File: src/rtl/xadc_current_sequencer_if.sv
// xadc_current_sequencer_if: XADC DRP read port plus end-of-conversion strobe.
// master = the sequencer driving the DRP, slave = the xadc_wiz side.
interface xadc_current_sequencer_if;
  logic eoc_in, drdy_in, den_out, dwe_out;
  logic [15:0] do_in, di_out;
  logic [6:0] daddr_out;
  modport master(input eoc_in, drdy_in, do_in, output daddr_out, den_out, dwe_out, di_out);
  modport slave(output eoc_in, drdy_in, do_in, input daddr_out, den_out, dwe_out, di_out);
endinterface

File: src/rtl/xadc_current_sequencer.sv
// xadc_current_sequencer: alternating VAUX6/VAUX14 DRP reader with latched over-current fault.
// Define CURRENT_FILTER_EN to smooth current_a/current_b with a first-order IIR.
module xadc_current_sequencer #(
  parameter logic [6:0]  ADDR_A       = 7'h16,
  parameter logic [6:0]  ADDR_B       = 7'h1E,
  parameter logic [11:0] OC_THRESH    = 12'd950,
  parameter int          TRIP_COUNT   = 4,
  parameter int          TIMEOUT_CYC  = 64,
  parameter int          FILTER_SHIFT = 2
) (
  input  logic                            clk,
  input  logic                            reset,
  xadc_current_sequencer_if.master        drp,
  input  logic                            fault_clear,
  output logic [11:0]                     current_a,
  output logic [11:0]                     current_b,
  output logic                            valid_a,
  output logic                            valid_b,
  output logic                            overcurrent_out,
  output logic                            timeout_err
);
  localparam int TW = $clog2(TIMEOUT_CYC);
  typedef enum logic [1:0] {IDLE, REQ, WAIT, STORE} state_t;
  state_t state;
  logic chan_sel, over, store, trip, unused_ok;
  logic [TW-1:0] tmr;
  logic [3:0] cnt_a, cnt_b, cnt_sel, cnt_next;
  logic [11:0] raw, cur_sel, cur_next;
`ifdef CURRENT_FILTER_EN
  logic loaded_a, loaded_b;
  logic signed [12:0] diff;
`endif
  assign drp.dwe_out = 1'b0;
  assign drp.di_out = 16'h0;
  assign unused_ok = ^{drp.do_in[3:0], 32'(FILTER_SHIFT)};
  // The raw code, never the filtered value, feeds the trip comparison.
  always_comb begin
    raw = drp.do_in[15:4];
    store = state == WAIT && drp.drdy_in;
    over = raw >= OC_THRESH;
    cnt_sel = chan_sel ? cnt_b : cnt_a;
    cnt_next = !over ? 4'd0 : (&cnt_sel ? cnt_sel : cnt_sel + 4'd1);
    trip = store && over && cnt_next >= 4'(TRIP_COUNT);
    cur_sel = chan_sel ? current_b : current_a;
`ifdef CURRENT_FILTER_EN
    diff = $signed({1'b0, raw}) - $signed({1'b0, cur_sel});
    cur_next = (chan_sel ? loaded_b : loaded_a) ? cur_sel + 12'(diff >>> FILTER_SHIFT) : raw;
`else
    cur_next = raw;
`endif
  end
  always_ff @(posedge clk or negedge reset) begin
    if (!reset) begin
      state <= IDLE;
      chan_sel <= 1'b0;
      tmr <= '0;
      cnt_a <= 4'd0;
      cnt_b <= 4'd0;
      current_a <= 12'd0;
      current_b <= 12'd0;
      valid_a <= 1'b0;
      valid_b <= 1'b0;
      overcurrent_out <= 1'b0;
      timeout_err <= 1'b0;
      drp.den_out <= 1'b0;
      drp.daddr_out <= ADDR_A;
`ifdef CURRENT_FILTER_EN
      loaded_a <= 1'b0;
      loaded_b <= 1'b0;
`endif
    end else begin
      drp.den_out <= 1'b0;
      valid_a <= 1'b0;
      valid_b <= 1'b0;
      case (state)
        IDLE: if (drp.eoc_in) begin
          state <= REQ;
          drp.den_out <= 1'b1;
          drp.daddr_out <= chan_sel ? ADDR_B : ADDR_A;
        end
        REQ: begin
          state <= WAIT;
          tmr <= '0;
        end
        WAIT: if (drp.drdy_in) begin
          state <= STORE;
          chan_sel <= ~chan_sel;
          if (chan_sel) begin
            current_b <= cur_next;
            valid_b <= 1'b1;
            cnt_b <= cnt_next;
          end else begin
            current_a <= cur_next;
            valid_a <= 1'b1;
            cnt_a <= cnt_next;
          end
`ifdef CURRENT_FILTER_EN
          if (chan_sel) loaded_b <= 1'b1;
          else loaded_a <= 1'b1;
`endif
        end else if (tmr == TW'(TIMEOUT_CYC - 1)) begin
          timeout_err <= 1'b1;
          chan_sel <= ~chan_sel;
          state <= IDLE;
        end else tmr <= tmr + 1'b1;
        default: state <= IDLE;
      endcase
      // A clear coinciding with a trip still wipes the counters, but the trip keeps the fault set.
      if (fault_clear) begin
        cnt_a <= 4'd0;
        cnt_b <= 4'd0;
      end
      overcurrent_out <= trip | (overcurrent_out & ~fault_clear);
    end
  end
endmodule

File: src/flat_wrapper.sv
// flat-port wrapper written by rule: the top's interface ports become plain ports
module xadc_current_sequencer_flat 
#(
  parameter logic [6:0]  ADDR_A       = 7'h16,
  parameter logic [6:0]  ADDR_B       = 7'h1E,
  parameter logic [11:0] OC_THRESH    = 12'd950,
  parameter int          TRIP_COUNT   = 4,
  parameter int          TIMEOUT_CYC  = 64,
  parameter int          FILTER_SHIFT = 2
)
  (clk, reset, fault_clear, current_a, current_b, valid_a, valid_b, overcurrent_out, timeout_err, drp_eoc_in, drp_drdy_in, drp_do_in, drp_daddr_out, drp_den_out, drp_dwe_out, drp_di_out);
  xadc_current_sequencer_if drp_i ();
  input  logic clk;
  input  logic reset;
  input  logic fault_clear;
  output logic [11:0] current_a;
  output logic [11:0] current_b;
  output logic valid_a;
  output logic valid_b;
  output logic overcurrent_out;
  output logic timeout_err;
  input wire logic [$bits(drp_i.eoc_in)-1:0] drp_eoc_in;
  input wire logic [$bits(drp_i.drdy_in)-1:0] drp_drdy_in;
  input wire logic [$bits(drp_i.do_in)-1:0] drp_do_in;
  output wire logic [$bits(drp_i.daddr_out)-1:0] drp_daddr_out;
  output wire logic [$bits(drp_i.den_out)-1:0] drp_den_out;
  output wire logic [$bits(drp_i.dwe_out)-1:0] drp_dwe_out;
  output wire logic [$bits(drp_i.di_out)-1:0] drp_di_out;
  assign drp_i.eoc_in = drp_eoc_in;
  assign drp_i.drdy_in = drp_drdy_in;
  assign drp_i.do_in = drp_do_in;
  assign drp_daddr_out = drp_i.daddr_out;
  assign drp_den_out = drp_i.den_out;
  assign drp_dwe_out = drp_i.dwe_out;
  assign drp_di_out = drp_i.di_out;
  xadc_current_sequencer #(.ADDR_A(ADDR_A), .ADDR_B(ADDR_B), .OC_THRESH(OC_THRESH), .TRIP_COUNT(TRIP_COUNT), .TIMEOUT_CYC(TIMEOUT_CYC), .FILTER_SHIFT(FILTER_SHIFT)) u_core (.clk(clk), .reset(reset), .drp(drp_i), .fault_clear(fault_clear), .current_a(current_a), .current_b(current_b), .valid_a(valid_a), .valid_b(valid_b), .overcurrent_out(overcurrent_out), .timeout_err(timeout_err));
endmodule
File: config.mk
export PLATFORM = sky130hd
export DESIGN_NAME = xadc_current_sequencer_flat
export DESIGN_NICKNAME = d
export VERILOG_FILES = /design/src/rtl/xadc_current_sequencer_if.sv /design/src/rtl/xadc_current_sequencer.sv /design/src/flat_wrapper.sv
export SDC_FILE = /design/constraint.sdc
export NUM_CORES = 1
export LEC_CHECK = 0
export ABC_AREA = 1
export CAP_MARGIN = 20
export CORE_MARGIN = 2
export CORE_UTILIZATION = 42
export DETAILED_ROUTE_END_ITERATION = 10
export PLACE_DENSITY = 0.74
export SETUP_SLACK_MARGIN = 0.4
export SYNTH_ARGS = -nofsm -noshare
export SYNTH_HDL_FRONTEND = slang
export SYNTH_SLANG_ARGS = --single-unit
File: constraint.sdc
create_clock -name clk -period 1.5 [get_ports clk]
set_clock_uncertainty 0.05 [all_clocks]
set_input_delay 0.15 -clock clk [delete_from_list [all_inputs] [get_ports clk]]
set_output_delay 0.15 -clock clk [all_outputs]
set_load 0.01 [all_outputs]
==> metrics.yaml <==
run_status: "finished, violations left"
violations: "setup timing"
initialDrtViolationCount: 82
p_seq_share_pct: 31.6
synth_area_um2: 2460
die_area_um2: 6490
arrival_ns: 1.71
final_hold_viol_count: 0
wl_mm: 6.34
final_cell_mix: "nand2_1 (48), dfrtp_1 (47), buf_4 (44)"
fin_crit_ns: 1.51
leakage_nw: 1.92
num_rows: 27
cellPowerDensity_nw_per_um2: 1650
clk_pin_slew_ns: 0.09
pwr-share-clk_pct: 12.6
reg2reg_depth: 9
setup_viol: 2
via_count: 2123
drive_gt1_share_pct: 50.4
grt_first_pass_wirelength_mm: 8.54
grt_overflow: 0
cap_violations: 0
fill_cells: 410
peakVddDrop_mv: 0.919
finalMaxSlewViolations: 0
ys_ff_latch: 47
area_delta_synth_final_pct: 52.8
dr.pass1.iters: 4
crit_path_end_kind: "flip-flop"
core_area_um2: 5570
grt_setup_unrepaired: "yes"
hpwl_mm: 3.66
p_sw_share_pct: 40.4
ys.warnings.count: 0
antenna_cells: 0
num-nets-final: 406
avgRoutedWirePerCell_um: 13.9
syn-instance-count: 281
drc: 0
grt_util_all_layers_pct: 17.2
hold_ws_ns: 0.231
p_int_mw: 3.70
required_ns: 1.69
root_buffer: "clkbuf_8"
cts_num_sinks: 47
drtAntennaViolNets: 0
critPathKind: "reg2reg"
hold_class: "in2async"
start_kind: "flip-flop"
antenna_found_initial: 0
die_w_um: 80.5
clockBufferDepth: 2
grt_pass1_vias: 1860
die_y_um: 80.5
postLayoutSetupSlackWorst_ns: -0.0135
ioPinCount: 74
cts_inserted_buffers: 5
regToRegSetupSlack_ns: -0.01
cts_tree: "built"
pwr-share-comb_pct: 55.8
r2r_end: "u_core.cnt_b[1]"
cts_htree_levels: 2
ys_types: 26
initial_utilization_pct: 44.1
fmax_ghz: 0.661
path_max_fanout: 8
syn_area_per_cell_um2: 8.75
portBuffers: 46
finalCritPeriodShare_pct: 101
seq_area_frac_synth_pct: 47.8
grt_max_degree: 25
power_switching_mw: 2.51
r2r_start: "u_core.chan_sel"
tns_ns: -0.0135
clkLatencyLatePin_ns: 0.30
vias_per_cell: 4.67
place.gp.congestion: 0.828
mostFrequentLayoutCell: "nand2_1"
cell type report:
| cell class | instances | area [um2] | area share (%) |
|---|---|---|---|
| well taps | 72 | 90.1 | 2.40 |
| inverters | 34 | 189 | 5.02 |
| repair inverters | 2 | 41.3 | 1.10 |
| multi-input cells | 193 | 1370 | 36.5 |
| repair buffers | 100 | 802 | 21.3 |
| flip-flops and latches | 47 | 1180 | 31.3 |
| clock buffers | 6 | 82.6 | 2.20 |
| clock inverters | 1 | 5.00 | 0.133 |
synth_stat cells, drive strengths merged:
master   n  area share (%)
nand3   16             3.3
nand2   94              15
o21ai   30             9.8
nor2    17             4.1
dfrtp   47              48
conb     2            0.31
o21a     1            0.31
o31ai    1            0.31
nor3     1            0.20
xor2     2            0.71
o22ai    1            0.25
ha       2             1.0
buf     28             9.3
inv     34             5.7
a21oi    5             1.5
worst max-delay path: stages, from the launching register on:
cell and delay [ns]:
dfrtp_1 0.41, buf_12 0.16, o21ai_4 0.16, ha_4 0.17, nand2_2 0.05, nor2_2 0.13, nand2_1 0.08, nand2_2 0.08
nand3_1 0.08, nand2_1 0.08
layer usage:
layer  vias up  GRT usage [%]  part of all wire [%]
met5         -              0                     0
met4         0           5.93                   1.1
met3         7           3.71                   5.3
met2        54           28.5                    54
met1      1030           22.2                    39
li1       1032              -                     -
through the flow:
step / power, mW / utilization, % / std cells / worst slack [ns] / instance area, um2
finish: 6.20 / 67.5 / 455 / -0.0135 / 3760
global placement: 4.30 / 55.4 / 405 / -0.0491 / 3090
CTS: 5.38 / 59.7 / 442 / 0.0340 / 3330
floorplan: 3.45 / - / 302 / 0.145 / 2670
global route: 6.57 / 67.5 / 455 / -0.0769 / 3760
detailed placement: 4.37 / 55.4 / 405 / -0.0956 / 3090
logic make-up after synthesis:
logic type | count (synthesis) | share of synthesized area, %
AND/OR/NAND/NOR | 128 | 23.0
buffers and inverters | 62 | 15.0
XOR/XNOR | 2 | 0.712
AO/OA/AOI/OAI | 38 | 12.1
adder cells (fa/ha/maj) | 2 | 1.02
other | 2 | 0.305
flip-flops | 47 | 47.8
sequential cells by signal, indices dropped and copies added (netlist names), 2 cells and up:
register / flops
u_core.cnt_b: 4
u_core.tmr: 6
u_core.cnt_a: 4
u_core.current_a: 12
u_core.current_b: 12
u_core.state: 2
power by group through the flow:
stage / sequential, mW / combinational, mW / clock, mW
floorplan: 2.11 / 1.34 / 0
global placement: 1.97 / 2.33 / 0
detailed placement: 1.98 / 2.39 / 0
CTS: 1.90 / 2.68 / 0.807
global route: 2.00 / 3.72 / 0.848
finish: 1.96 / 3.46 / 0.779
timing repair:
action,4_1_cts,5_1_grt
resized for setup,133,73
hold buffers,1,0
endpoints found under the setup margin,72,66
setup buffers,29,11
gates cloned,0,2
pin swaps,8,37
endpoints found under the hold margin,18,0
worst max path at each step:
stage / from / to / slack, ns / cells past startpoint
6_report: u_core.chan_sel / u_core.cnt_b[1] / -0.01 / 9
5_1_grt: u_core.chan_sel / u_core.cnt_a[0] / -0.08 / 11
4_1_cts: u_core.chan_sel / u_core.cnt_a[0] / 0.03 / 9
2_1_floorplan: u_core.chan_sel / u_core.cnt_a[3] / 0.15 / 11
3_5_place_dp: drp_do_in[11] / u_core.cnt_a[3] / -0.1 / 7
3_3_place_gp: drp_do_in[11] / u_core.cnt_b[3] / -0.05 / 7
No activity file was read; power rests on OpenSTA's default activity.
